[src/rtl/uart_rx_pkg.sv]
// Shared definitions for the UART receiver: state encodings, bit-period
// derivation and the three-sample majority vote.
package uart_rx_pkg;

    typedef enum logic [2:0] {
        S_IDLE  = 3'd0,
        S_START = 3'd1,
        S_DATA  = 3'd2,
        S_STOP  = 3'd3
    } rx_state_e;

    localparam int unsigned DEF_CLK_FREQ = 48_000_000;
    localparam int unsigned DEF_BAUD     = 3_000_000;

    // Number of system clocks in one bit period (16 at the defaults).
    function automatic int unsigned calc_clks_per_bit(input int unsigned clk_freq,
                                                      input int unsigned baud);
        return clk_freq / baud;
    endfunction

    // Two-out-of-three vote used for every bit decision.
    function automatic logic majority3(input logic a, input logic b, input logic c);
        return (a & b) | (a & c) | (b & c);
    endfunction

endpackage

[src/rtl/uart_rx_if.sv]
// Consumer-side bundle of the UART receiver.
// Handshake: a byte is transferred on every clk edge where rx_valid && rx_ready;
// rx_valid stays high and rx_data stays stable until that happens, and rx_ready
// has no effect while rx_valid is low. frame_err and overrun are one-cycle
// pulses that carry no handshake.
interface uart_rx_if;
    import uart_rx_pkg::*;

    logic [7:0] rx_data;
    logic       rx_valid;
    logic       rx_ready;
    logic       frame_err;
    logic       overrun;

    // Receiver side drives the byte and status pulses.
    modport master (
        output rx_data,
        output rx_valid,
        output frame_err,
        output overrun,
        input  rx_ready
    );

    // Consumer side accepts bytes.
    modport slave (
        input  rx_data,
        input  rx_valid,
        input  frame_err,
        input  overrun,
        output rx_ready
    );

endinterface

[src/rtl/uart_rx_sync_2ff.sv]
// Two-flop synchroniser that resets to 1 so an idle-high pin never looks
// like a falling edge coming out of reset.
module sync_2ff (
    input  logic clk,
    input  logic rst_n,
    input  logic d,
    output logic q
);

    logic [1:0] sync_q;
    logic [1:0] sync_d;

    // Shift the pin value through two stages.
    always_comb begin
        sync_d = {sync_q[0], d};
    end

    // Synchroniser register, reset to the idle level.
    always_ff @(posedge clk or negedge rst_n) begin
        if (!rst_n) begin
            sync_q <= 2'b11;
        end else begin
            sync_q <= sync_d;
        end
    end

    assign q = sync_q[1];

endmodule

[src/rtl/uart_rx.sv]
// 8N1 UART receiver: synchronises RXD, detects the start edge, votes each bit
// at mid-period and hands bytes over through a one-entry valid/ready register.
module uart_rx
    import uart_rx_pkg::*;
#(
    parameter int unsigned CLK_FREQ = DEF_CLK_FREQ,
    parameter int unsigned BAUD     = DEF_BAUD
) (
    input  logic             clk,
    input  logic             rst_n,
    input  logic             uart_rxd,
    uart_rx_if.master        rx_if,
    output rx_state_e        dbg_state
);

    // CLKS_PER_BIT must be at least 8 so the three vote samples fit in a bit.
    localparam int unsigned CLKS_PER_BIT = calc_clks_per_bit(CLK_FREQ, BAUD);
    localparam int unsigned HALF         = CLKS_PER_BIT / 2;
    localparam int unsigned CNT_W        = $clog2(CLKS_PER_BIT);

    localparam logic [CNT_W-1:0] CNT_LAST = CNT_W'(CLKS_PER_BIT - 1);
    localparam logic [CNT_W-1:0] CNT_PRE  = CNT_W'(HALF - 1);
    localparam logic [CNT_W-1:0] CNT_MID  = CNT_W'(HALF);
    localparam logic [CNT_W-1:0] CNT_DEC  = CNT_W'(HALF + 1);

    logic             rxd_s;
    logic             rxd_prev_q, rxd_prev_d;
    rx_state_e        state_q, state_d;
    logic [CNT_W-1:0] clk_cnt_q, clk_cnt_d;
    logic [2:0]       bit_idx_q, bit_idx_d;
    logic [7:0]       shift_q, shift_d;
    logic [1:0]       samp_q, samp_d;
    logic [7:0]       rx_data_q, rx_data_d;
    logic             rx_valid_q, rx_valid_d;
    logic             frame_err_q, frame_err_d;
    logic             overrun_q, overrun_d;
    logic             vote;
    logic             fall_edge;

    sync_2ff u_sync (
        .clk   (clk),
        .rst_n (rst_n),
        .d     (uart_rxd),
        .q     (rxd_s)
    );

    // Vote combines the two stored samples with the live one at the decision point.
    always_comb begin
        vote      = majority3(samp_q[1], samp_q[0], rxd_s);
        fall_edge = rxd_prev_q & ~rxd_s;
    end

    // Capture the samples at H-1 and H that feed the vote at H+1.
    always_comb begin
        samp_d = samp_q;
        if (clk_cnt_q == CNT_PRE) begin
            samp_d[1] = rxd_s;
        end
        if (clk_cnt_q == CNT_MID) begin
            samp_d[0] = rxd_s;
        end
    end

    // Next-state logic: frame sequencing, shift register and holding register.
    always_comb begin
        state_d     = state_q;
        clk_cnt_d   = clk_cnt_q;
        bit_idx_d   = bit_idx_q;
        shift_d     = shift_q;
        rx_data_d   = rx_data_q;
        rx_valid_d  = rx_valid_q;
        frame_err_d = 1'b0;
        overrun_d   = 1'b0;
        rxd_prev_d  = rxd_s;

        // Consumer takes the byte; a load below may immediately refill it.
        if (rx_valid_q && rx_if.rx_ready) begin
            rx_valid_d = 1'b0;
        end

        case (state_q)
            S_IDLE: begin
                clk_cnt_d = '0;
                if (fall_edge) begin
                    state_d = S_START;
                end
            end
            S_START: begin
                clk_cnt_d = clk_cnt_q + 1'b1;
                if (clk_cnt_q == CNT_DEC && vote) begin
                    // Start bit did not hold low: treat it as a glitch.
                    state_d   = S_IDLE;
                    clk_cnt_d = '0;
                end else if (clk_cnt_q == CNT_LAST) begin
                    state_d   = S_DATA;
                    clk_cnt_d = '0;
                    bit_idx_d = '0;
                end
            end
            S_DATA: begin
                clk_cnt_d = clk_cnt_q + 1'b1;
                if (clk_cnt_q == CNT_DEC) begin
                    shift_d = {vote, shift_q[7:1]};
                end
                if (clk_cnt_q == CNT_LAST) begin
                    clk_cnt_d = '0;
                    if (bit_idx_q == 3'd7) begin
                        state_d = S_STOP;
                    end else begin
                        bit_idx_d = bit_idx_q + 3'd1;
                    end
                end
            end
            S_STOP: begin
                clk_cnt_d = clk_cnt_q + 1'b1;
                if (clk_cnt_q == CNT_DEC) begin
                    // Leave at mid stop bit so the next start edge is seen early.
                    state_d   = S_IDLE;
                    clk_cnt_d = '0;
                    if (!vote) begin
                        frame_err_d = 1'b1;
                    end else if (!rx_valid_q || rx_if.rx_ready) begin
                        rx_data_d  = shift_q;
                        rx_valid_d = 1'b1;
                    end else begin
                        overrun_d = 1'b1;
                    end
                end
            end
            default: begin
                state_d   = S_IDLE;
                clk_cnt_d = '0;
                bit_idx_d = '0;
            end
        endcase
    end

    // State and datapath registers.
    always_ff @(posedge clk or negedge rst_n) begin
        if (!rst_n) begin
            rxd_prev_q  <= 1'b1;
            state_q     <= S_IDLE;
            clk_cnt_q   <= '0;
            bit_idx_q   <= '0;
            shift_q     <= '0;
            samp_q      <= 2'b11;
            rx_data_q   <= '0;
            rx_valid_q  <= 1'b0;
            frame_err_q <= 1'b0;
            overrun_q   <= 1'b0;
        end else begin
            rxd_prev_q  <= rxd_prev_d;
            state_q     <= state_d;
            clk_cnt_q   <= clk_cnt_d;
            bit_idx_q   <= bit_idx_d;
            shift_q     <= shift_d;
            samp_q      <= samp_d;
            rx_data_q   <= rx_data_d;
            rx_valid_q  <= rx_valid_d;
            frame_err_q <= frame_err_d;
            overrun_q   <= overrun_d;
        end
    end

    assign rx_if.rx_data   = rx_data_q;
    assign rx_if.rx_valid  = rx_valid_q;
    assign rx_if.frame_err = frame_err_q;
    assign rx_if.overrun   = overrun_q;
    assign dbg_state       = state_q;

endmodule

[src/flat_wrapper.sv]
// flat-port wrapper written by rule: the top's interface ports become plain ports
module uart_rx_flat import uart_rx_pkg::*;
#(
    parameter int unsigned CLK_FREQ = DEF_CLK_FREQ,
    parameter int unsigned BAUD     = DEF_BAUD
)
  (clk, rst_n, uart_rxd, dbg_state, rx_if_rx_data, rx_if_rx_valid, rx_if_frame_err, rx_if_overrun, rx_if_rx_ready);
  uart_rx_if rx_if_i ();
  input  logic clk;
  input  logic rst_n;
  input  logic uart_rxd;
  output rx_state_e dbg_state;
  output wire logic [$bits(rx_if_i.rx_data)-1:0] rx_if_rx_data;
  output wire logic [$bits(rx_if_i.rx_valid)-1:0] rx_if_rx_valid;
  output wire logic [$bits(rx_if_i.frame_err)-1:0] rx_if_frame_err;
  output wire logic [$bits(rx_if_i.overrun)-1:0] rx_if_overrun;
  input wire logic [$bits(rx_if_i.rx_ready)-1:0] rx_if_rx_ready;
  assign rx_if_rx_data = rx_if_i.rx_data;
  assign rx_if_rx_valid = rx_if_i.rx_valid;
  assign rx_if_frame_err = rx_if_i.frame_err;
  assign rx_if_overrun = rx_if_i.overrun;
  assign rx_if_i.rx_ready = rx_if_rx_ready;
  uart_rx #(.CLK_FREQ(CLK_FREQ), .BAUD(BAUD)) u_core (.clk(clk), .rst_n(rst_n), .uart_rxd(uart_rxd), .rx_if(rx_if_i), .dbg_state(dbg_state));
endmodule
[config.mk]
export PLATFORM = sky130hd
export DESIGN_NAME = uart_rx_flat
export DESIGN_NICKNAME = d
export VERILOG_FILES = /design/src/rtl/uart_rx_pkg.sv /design/src/rtl/uart_rx_if.sv /design/src/rtl/uart_rx_sync_2ff.sv /design/src/rtl/uart_rx.sv /design/src/flat_wrapper.sv
export SDC_FILE = /design/constraint.sdc
export NUM_CORES = 1
export LEC_CHECK = 0
export BUFFER_PORTS_ARGS = -buffer_cell sky130_fd_sc_hd__buf_2
export CELL_PAD_IN_SITES_DETAIL_PLACEMENT = 0
export CELL_PAD_IN_SITES_GLOBAL_PLACEMENT = 1
export CORE_MARGIN = 4
export CORE_UTILIZATION = 46
export CTS_CLUSTER_SIZE = 14
export DETAILED_ROUTE_END_ITERATION = 16
export PLACE_DENSITY_LB_ADDON = 0.1
export SLEW_MARGIN = 40
export SYNTH_ARGS = -nofsm -noshare
export SYNTH_HDL_FRONTEND = slang
export SYNTH_SLANG_ARGS = --single-unit
[constraint.sdc]
create_clock -name clk -period 2.1 [get_ports clk]
set_input_delay 0.21 -clock clk [delete_from_list [all_inputs] [get_ports clk]]
set_output_delay 0.21 -clock clk [all_outputs]
set_load 0.005 [all_outputs]
Word-level counts from Yosys, hierarchy flattened

Cells that the tools add are included.

Bits in registers: 34
Bits in latches: 0
Memory bits (writable): 0
Memory bits (read-only): 0
Bits of input ports: 4
Output and inout bits: 14
Memories: 0

$add $sub $neg: 2
Multiply operators: 0
Divide/modulo/power cells: 0
$lt $le $gt $ge: 0
Equal/unequal tests: 16
Shift operators: 0
Mux-type cells: 28
Bitwise gates (word level): 8
Reductions and logical operators: 10

Operators with widths:

| kind                  | count |
|---|---|
| $mux W3               | 10 |
| $eq A4 B4 Y1 const B  | 3 |
| $mux W1               | 12 |
| $mux W4               | 3 |
| $pmux W3 S4           | 1 |
| $pmux W4 S3           | 1 |
| $ne A2 B1 Y1 const B  | 5 |
| $reduce_and A5 Y1     | 2 |
| $pmux W3 S3           | 1 |
| $eq A3 B2 Y1 const B  | 2 |
| $add A4 B1 Y4 const B | 1 |
| $and A1 B1 Y1         | 4 |
| $eq A4 B3 Y1 const B  | 1 |
| $ne A2 B2 Y1 const B  | 2 |
| $reduce_and A4 Y1     | 1 |
| $add A3 B1 Y3 const B | 1 |
| $eq A3 B1 Y1 const B  | 1 |
| $eq A3 B3 Y1 const B  | 1 |
| $logic_not A3 Y1      | 1 |
| $ne A3 B1 Y1 const B  | 1 |
| $logic_and A1 B1 Y1   | 2 |
| $not A1 Y1            | 2 |
| $or A1 B1 Y1          | 2 |
| $reduce_and A2 Y1     | 1 |
| other kinds (3)       | 3 |

Logic depth before layout (Yosys ltp)

Gate-level depths: netlist (run 1).

Depth in word-level cells: 6
Gate-level depth with buffers: 7
Depth with buffers taken out: 6

Cells and area by module

From an unflattened synthesis (run 1), not the netlist that was laid out.

Cell total of the unflattened synthesis: 119
Area, all modules: 1,524.0 µm²

Modules (own cells, without submodules):

| module   | instances | cells each | area an instance (µm²) |
|---|---|---|---|
| uart_rx  | 1         | 117        | 1,471.4 |
| sync_2ff | 1         | 2          | 52.6 |

Worst setup path before layout (run 1)

OpenSTA, ideal clock, no wires.

Path type: register to register
From: register u_core.state_q[0] (netlist: u_core.dbg_state[0])
To: register u_core.state_q[1] (netlist: u_core.dbg_state[1])
Setup time: 0.125 ns
Arrival: 1.433 ns
Required time: 1.975 ns
Path slack: 0.542 ns
Stages on the path, launching flop included: 8
Path buffers: 1
Cells stage by stage: dfrtp_1 > inv_1 > ha_1 > buf_2 > nand4bb_1 > o211ai_1 > and4_1 > a21oi_1

Longest elaborated chain between the ends: 3

Ends and longest elaborated chain:

| element                                                              | line           | text |
|---|---|---|
| from (decl)                                                          | uart_rx.sv:28  | `rx_state_e state_q, state_d;` |
| from (signal assigned)                                               | uart_rx.sv:153 | `state_q <= state_d;` |
| $eq A3 B1 Y1, or another cell as far along                           | uart_rx.sv:81  | `case (state_q)` |
| $ne A3 B1 Y1 (no source line) / $ne A2 B1 Y1 (equally long branches) | --             |  |
| $reduce_and A5 Y1 (no source line)                                   | --             |  |

Several ways; a longest one is shown, not always the timed one.
A chain may end at the register's enable or synchronous reset.

Worst setup path in the final report (run 1)

From: register u_core.clk_cnt_q[0]
To: register u_core.bit_idx_q[2]

Longest elaborated chain between the ends: 4

Ends and longest elaborated chain:

| element                              | line           | text |
|---|---|---|
| from (decl)                          | uart_rx.sv:29  | `logic [CNT_W-1:0] clk_cnt_q, clk_cnt_d;` |
| from (signal assigned)               | uart_rx.sv:154 | `clk_cnt_q <= clk_cnt_d;` |
| $eq A4 B4 Y1                         | uart_rx.sv:90  | `if (clk_cnt_q == CNT_DEC && vote) begin` |
| $logic_and A1 B1 Y1                  | uart_rx.sv:90  |  |
| $ne A2 B2 Y1 (no source line)        | --             |  |
| $reduce_and A5 Y1 (no source line) * | --             |  |
| to (signal assigned)                 | uart_rx.sv:155 | `bit_idx_q <= bit_idx_d;` |
| to (decl)                            | uart_rx.sv:30  | `logic [2:0] bit_idx_q, bit_idx_d;` |

Mark *: on every way between the ends. The rest lies on a longest branch, timed or not.

==> results of run 1 <==
-- placed cells by master (no fill, tap or decap), types with 2 or more instances in the layout --
master         count
inv_1              8
mux2_2            18
nor2_1             4
ha_1               9
dfstp_2            5
o21ai_0            3
nand3_1            3
dlygate4sd3_1      2
nand4_1            3
nand2_1            5
nand2b_1           2
a21oi_1            2
dfrtp_1           28
buf_2             16
nor3_2             2
clkbuf_4           5
-- worst reg2reg max path, cell delays in order (launching register included) --
cell and delay [ns]:
dfrtp_1 0.45, ha_1 0.26, and3_2 0.23, a21boi_0 0.41, o21a_1 0.24, o21ai_0 0.08
-- logic make-up after synthesis --
| family | count (synthesis) | synth area share (%) |
|---|---|---|
| compound gates | 12 | 5.260 |
| xor+xnor | 2 | 1.151 |
| fa+ha+maj | 10 | 8.135 |
| buf+inv | 11 | 3.533 |
| flops | 33 | 54.64 |
| mux | 19 | 13.97 |
| other cells | 1 | 0.2463 |
| simple gates | 30 | 13.07 |
-- cell type report --
type | instances | area share, %
clock buffers | 7 | 3.165
clock inverters | 1 | 1.727
inverters | 8 | 1.727
multi-input cells | 74 | 36.62
flip-flops and latches | 33 | 47.84
well taps | 44 | 3.165
repair buffers | 18 | 5.755
-- power by group through the flow --
stage | clock network, mW | logic, mW | registers (mW)
6_report | 0.494 | 0.261 | 0.703
5_1_grt | 0.537 | 0.297 | 0.706
4_1_cts | 0.512 | 0.263 | 0.703
3_5_place_dp | 0 | 0.256 | 0.716
3_3_place_gp | 0 | 0.257 | 0.713
2_1_floorplan | 0 | 0.191 | 0.709
-- sequential cells by signal (all words and copies together) (netlist names) --
register                flops
u_core.rx_if.rx_data        8
u_core.rxd_prev_q           1
u_core.rx_if.rx_valid       1
u_core.rx_if.frame_err      1
u_core.shift_q              8
u_core.u_sync.sync_q        2
u_core.samp_q               2
u_core.bit_idx_q            3
u_core.dbg_state            2
u_core.clk_cnt_q            4
u_core.rx_if.overrun        1
-- worst paths after layout --
check                                           to                    start  cells after the start  slack [ns]
max                            u_core.bit_idx_q[2]      u_core.clk_cnt_q[0]                      5        0.34
min                           u_core.rx_if.overrun           rx_if_rx_ready                      3        0.17
max reg2reg                    u_core.bit_idx_q[2]      u_core.clk_cnt_q[0]                      5        0.34
min reg2reg                u_core.u_sync.sync_q[1]  u_core.u_sync.sync_q[0]                      0        0.37
max in group asynchronous  u_core.rx_if.rx_data[5]                    rst_n                      2        1.17
min in group asynchronous      u_core.bit_idx_q[1]                    rst_n                      2        0.47
-- metal layers --
layer	GRT usage, %	vias to the layer above	share of wire (%)
li1	-	457	-
met1	16.47	444	47
met2	22.12	17	47
met3	4.957	2	4.7
met4	6.218	0	0.83
met5	0	-	0
-- stage by stage --
stage	std cells	instance area, um^2	util [%]
after floorplan	118	1523	-
after global placement	175	1634	52.66
after detailed placement	175	1634	52.66
after CTS	185	1739	56.05
after global routing	185	1739	56.05
final	185	1739	56.05
==> run metrics, run 1 <==
RSZ-0062 raised after global routing=no; crit path max fanout=5; largest net degree at the start of global routing=34; #FFs+latches synth=33; Worst-Margin Slew=0.7196 ns; TNS Setup=0 ns; CP endpoint kind=flip-flop; htree depth=2; Mapped Cells=118; drt wl/cell=13.69 um; footprint of the multi-input gates=636.9 um^2; row count=20; via count=920; nets@finish=153; Req. time, crit path=2.32 ns; IO Pins=18; Initial Util=49.07%; final setup vio count=0; hold_buf cts=2; main flop type after synthesis=dfrtp_1; CTS Root Cell=clkbuf_4; Crit Path Class=flip-flop to flip-flop; DRT iter0 DRCs=42; clk slew on worst S/H paths=0.11 ns; GRT Overall Usage=13.77%; Yosys top cell by area=dfrtp_1; slowest CP cell=dfrtp_1; worst rel slew slack=52.03%; slack of the critical path=0.3384 ns; critical path launch point type=flip-flop; Register Area=832.0 um^2; Flop pwr share=48.2%; Synth Area per Inst=12.90 um^2; Synth area leaders=dfrtp_1 46%, mux2_2 13%, dfstp_2 8.6%; most instantiated cells after synthesis=28 x dfrtp_1, 18 x mux2_2, 9 x ha_1; crit path buf inv count=0; count leader, synth=dfrtp_1; Post-DP HPWL=1768 um; synthesized cell area=1523 um^2; Peak VDD IR=0.3814 mV; routability cong.=0.7734; min-delay worst type=input pin to flip-flop; hold_ws=0.1746 ns; Max Cap Viol=0; Comb power frac=17.9%; # fillers=277; Final period util=83.89%; number of flops mapped to enable cells by yosys=0; vias per std cell=4.973; post-route ant nets=0; Die Wd=65.54 um; CTS Buf Count=5; Synth Warn #=0; Clk pwr share=33.9%; Mapped Nets=131; clock latency on the worst-skew pair=0.33 ns; drt first pass iters=4; WL final=2533 um; Synth top area share=46.01%; post-CTS resize count=0; Hold Vio Cnt, Final=0; CTS sink cnt=33; Top Family by Delay on Critical Path=compound AO/OA/AOI/OAI gates; library cells used by synthesis=39; ys async rst share=100.0%; Die H=65.54 um; Post-CTS Repair Setup Buffers=0; Clock Skews=0.01152 ns; CTS Buffer Depth=2; TritonCTS clock tree=yes; f_max=567.7 MHz; CP arrival=1.99 ns; Slew Viols, Final=0; grt total ovfl=0; P_sw=0.3940 mW; DIE AREA=4295 um^2; IO buf count=16; vias in the first global route=949; post-synthesis sequential area ratio=54.64%; Place WS=0.3463 ns; Sw Share=27.02%; Pint=1.064 mW; share of post-route cells with drive strength above 1=38.30%; largest stage delay on the critical path=0.45 ns; worst path cell trace=ha_1 -> and3_2 -> a21boi_0 -> o21a_1 -> o21ai_0; Final Power=1.458 mW; minimum clock period=1.762 ns; diodes inserted=0; static leakage=0.8854 nW; outcome=finished, final reports clean; P per Cell Area=838.2 nW/um^2; DRC=0; first-pass GRT wire length=4457 um; core footprint=3103 um^2; antenna violations before repair=0; Syn-to-layout area delta=14.22%
Power figures use the tool's default switching activity.
==> run 2, diff against run 1 <==
- CORE_UTILIZATION: 46 -> 41
- clock period: 2.1 -> 1.6 ns (I/O delays scaled with it)
==> run metrics, run 2 (synthesized netlist as in run 1, its figures left out) <==
outcome=finished, final reports clean; Pint=1.667 mW (+57%); # fillers=330 (+19%); Max Cap Viol=0 (unchanged); Sw Share=26.85% (-0.18 points); Flop pwr share=40.3% (-7.9 points); clock latency on the worst-skew pair=0.28 ns (-0.05 ns); CP arrival=1.78 ns (-0.21 ns); Clk pwr share=35.7% (+1.8 points); Final period util=98.54% (+15 points); Final Power=2.279 mW (+56%); worst path cell trace=inv_2 -> ha_4 -> and3b_2 -> a211o_1 -> and2_4 -> nor3_2; Die Wd=68.94 um (+5.2%); vias per std cell=4.764 (-4.2%); slack of the critical path=0.02334 ns (-0.3151 ns); via count=991 (+7.7%); first-pass GRT wire length=4988 um (+12%); IO Pins=18 (unchanged); P per Cell Area=1147 nW/um^2 (+37%); min-delay worst type=input pin to flip-flop; final setup vio count=0 (unchanged); GRT Overall Usage=14.85% (+1.1 points); static leakage=1.004 nW (+13%); DRC=0 (unchanged); antenna violations before repair=0 (unchanged); Worst R2R Setup Slack=0.02 ns (-0.32 ns); grt total ovfl=0 (unchanged); Clock Skews=0.002802 ns (-0.008723 ns); DRT iter0 DRCs=22 (-48%); Hold Crit Start=rx_if_rx_ready; Comb power frac=24.0% (+6.1 points); core footprint=3468 um^2 (+12%); Crit Path Class=flip-flop to flip-flop; Slew Viols, Final=0 (unchanged); DIE AREA=4753 um^2 (+11%); Post-DP HPWL=2037 um (+15%); Syn-to-layout area delta=30.49%; clk slew on worst S/H paths=0.07 ns (-0.04 ns); critical path launch point type=flip-flop; Top Family by Delay on Critical Path=simple AND/OR/NAND/NOR gates; drt wl/cell=14.00 um (+2.3%); Design Area, Final=1987 um^2 (+14%); Place WS=-0.04221 ns (-0.3885 ns); f_max=634.3 MHz (+12%); CP endpoint kind=flip-flop; Die H=68.94 um (+5.2%); largest net degree at the start of global routing=34 (unchanged); diodes inserted=0 (unchanged); most frequent cells in the layout=27 x dfrtp_1, 20 x buf_4, 18 x mux2_2, 15 x buf_2, 7 x inv_1; routability cong.=0.7875 (+1.8%); Hold Vio Cnt, Final=0 (unchanged); TritonCTS clock tree=yes; Peak VDD IR=0.6181 mV (+62%); WL final=2913 um (+15%); P_sw=0.6119 mW (+55%); largest stage delay on the critical path=0.40 ns (-0.05 ns); crit path buf inv count=1 (+1); CTS Root Cell=clkbuf_8; Post-Layout Cell Count=208 (+12%); share of post-route cells with drive strength above 1=51.23% (+13 points); CTS sink cnt=33 (unchanged); commonest non-fill, non-tap cell in the layout=dfrtp_1; IO buf count=16 (unchanged); Req. time, crit path=1.81 ns (-0.51 ns); slowest CP cell=dfrtp_1; RSZ-0062 raised after global routing=yes; CTS Buffer Depth=2 (unchanged); row count=21 (+5.0%); post-route ant nets=0 (unchanged); crit path max fanout=5 (unchanged); minimum clock period=1.577 ns (-0.1849 ns); nets@finish=174 (+14%); CP Launch Point=u_core.clk_cnt_q[1]; htree depth=2 (unchanged); vias in the first global route=1107 (+17%); drt first pass iters=4 (unchanged); r2r startpoint=u_core.clk_cnt_q[1]; Initial Util=43.90% (-5.2 points); CTS Buf Count=5 (unchanged); placed cells=193 (+10%); Placed Area=1757 um^2 (+7.5%)
run 2: per-stage QoR:
stage               utilization [%]  setup TNS, ns  hold slack (ns)
finish                        57.29              0           0.1760
global route                  57.29        -0.1590           0.1991
CTS                           55.41              0           0.1671
detailed placement            50.65        -0.3250           0.2539
global placement              50.65        -0.1221           0.2462
floorplan                         -              0          -0.1356
run 2: what timing repair did:
item	in CTS	in global routing
pin swaps	1	5
endpoints found under the hold margin	29	0
hold buffers	2	0
buffers inserted	2	3
resized for setup	5	8
endpoints found under the setup margin	20	25
run 2: per-layer routing:
layer,wire [um],GRT usage [%],up-vias,part of all wire (%)
li1,-,-,494,-
met1,1305,17.66,473,45
met2,1438,24.40,17,49
met3,108,4.376,7,3.7
met4,61,7.299,0,2.1
met5,0,0,-,0
run 2: power by group through the flow:
stage	Sequential [mW]	Combinational, mW	Clock, mW
6_report	0.919	0.548	0.813
5_1_grt	0.924	0.604	0.885
4_1_cts	0.915	0.492	0.838
3_5_place_dp	0.932	0.450	0
3_3_place_gp	0.928	0.459	0
2_1_floorplan	0.930	0.250	0
run 2: final timing paths:
| kind | cells past startpoint | end |
|---|---|---|
| max | 6 | u_core.clk_cnt_q[3] |
| max in group asynchronous | 2 | u_core.u_sync.sync_q[0] |
| min | 3 | u_core.rx_if.overrun |
| max reg2reg | 6 | u_core.clk_cnt_q[3] |
| min reg2reg | 0 | u_core.u_sync.sync_q[1] |
| min in group asynchronous | 2 | u_core.bit_idx_q[0] |
run 2: final cells by class:
class | count | area [um^2] | area share [%]
sequential | 33 | 833.3 | 41.94
tap | 46 | 57.56 | 2.897
clock inverter | 2 | 37.54 | 1.889
inverter | 8 | 30.03 | 1.511
multi-input combinational | 74 | 678.2 | 34.13
clock buffer | 6 | 82.58 | 4.156
timing repair buffer | 39 | 267.8 | 13.48
run 2: worst register-to-register path, stage by stage (launching register included):
cell	delay, ns
dfrtp_1	0.40
inv_2	0.07
ha_4	0.15
and3b_2	0.23
a211o_1	0.30
and2_4	0.18
nor3_2	0.15
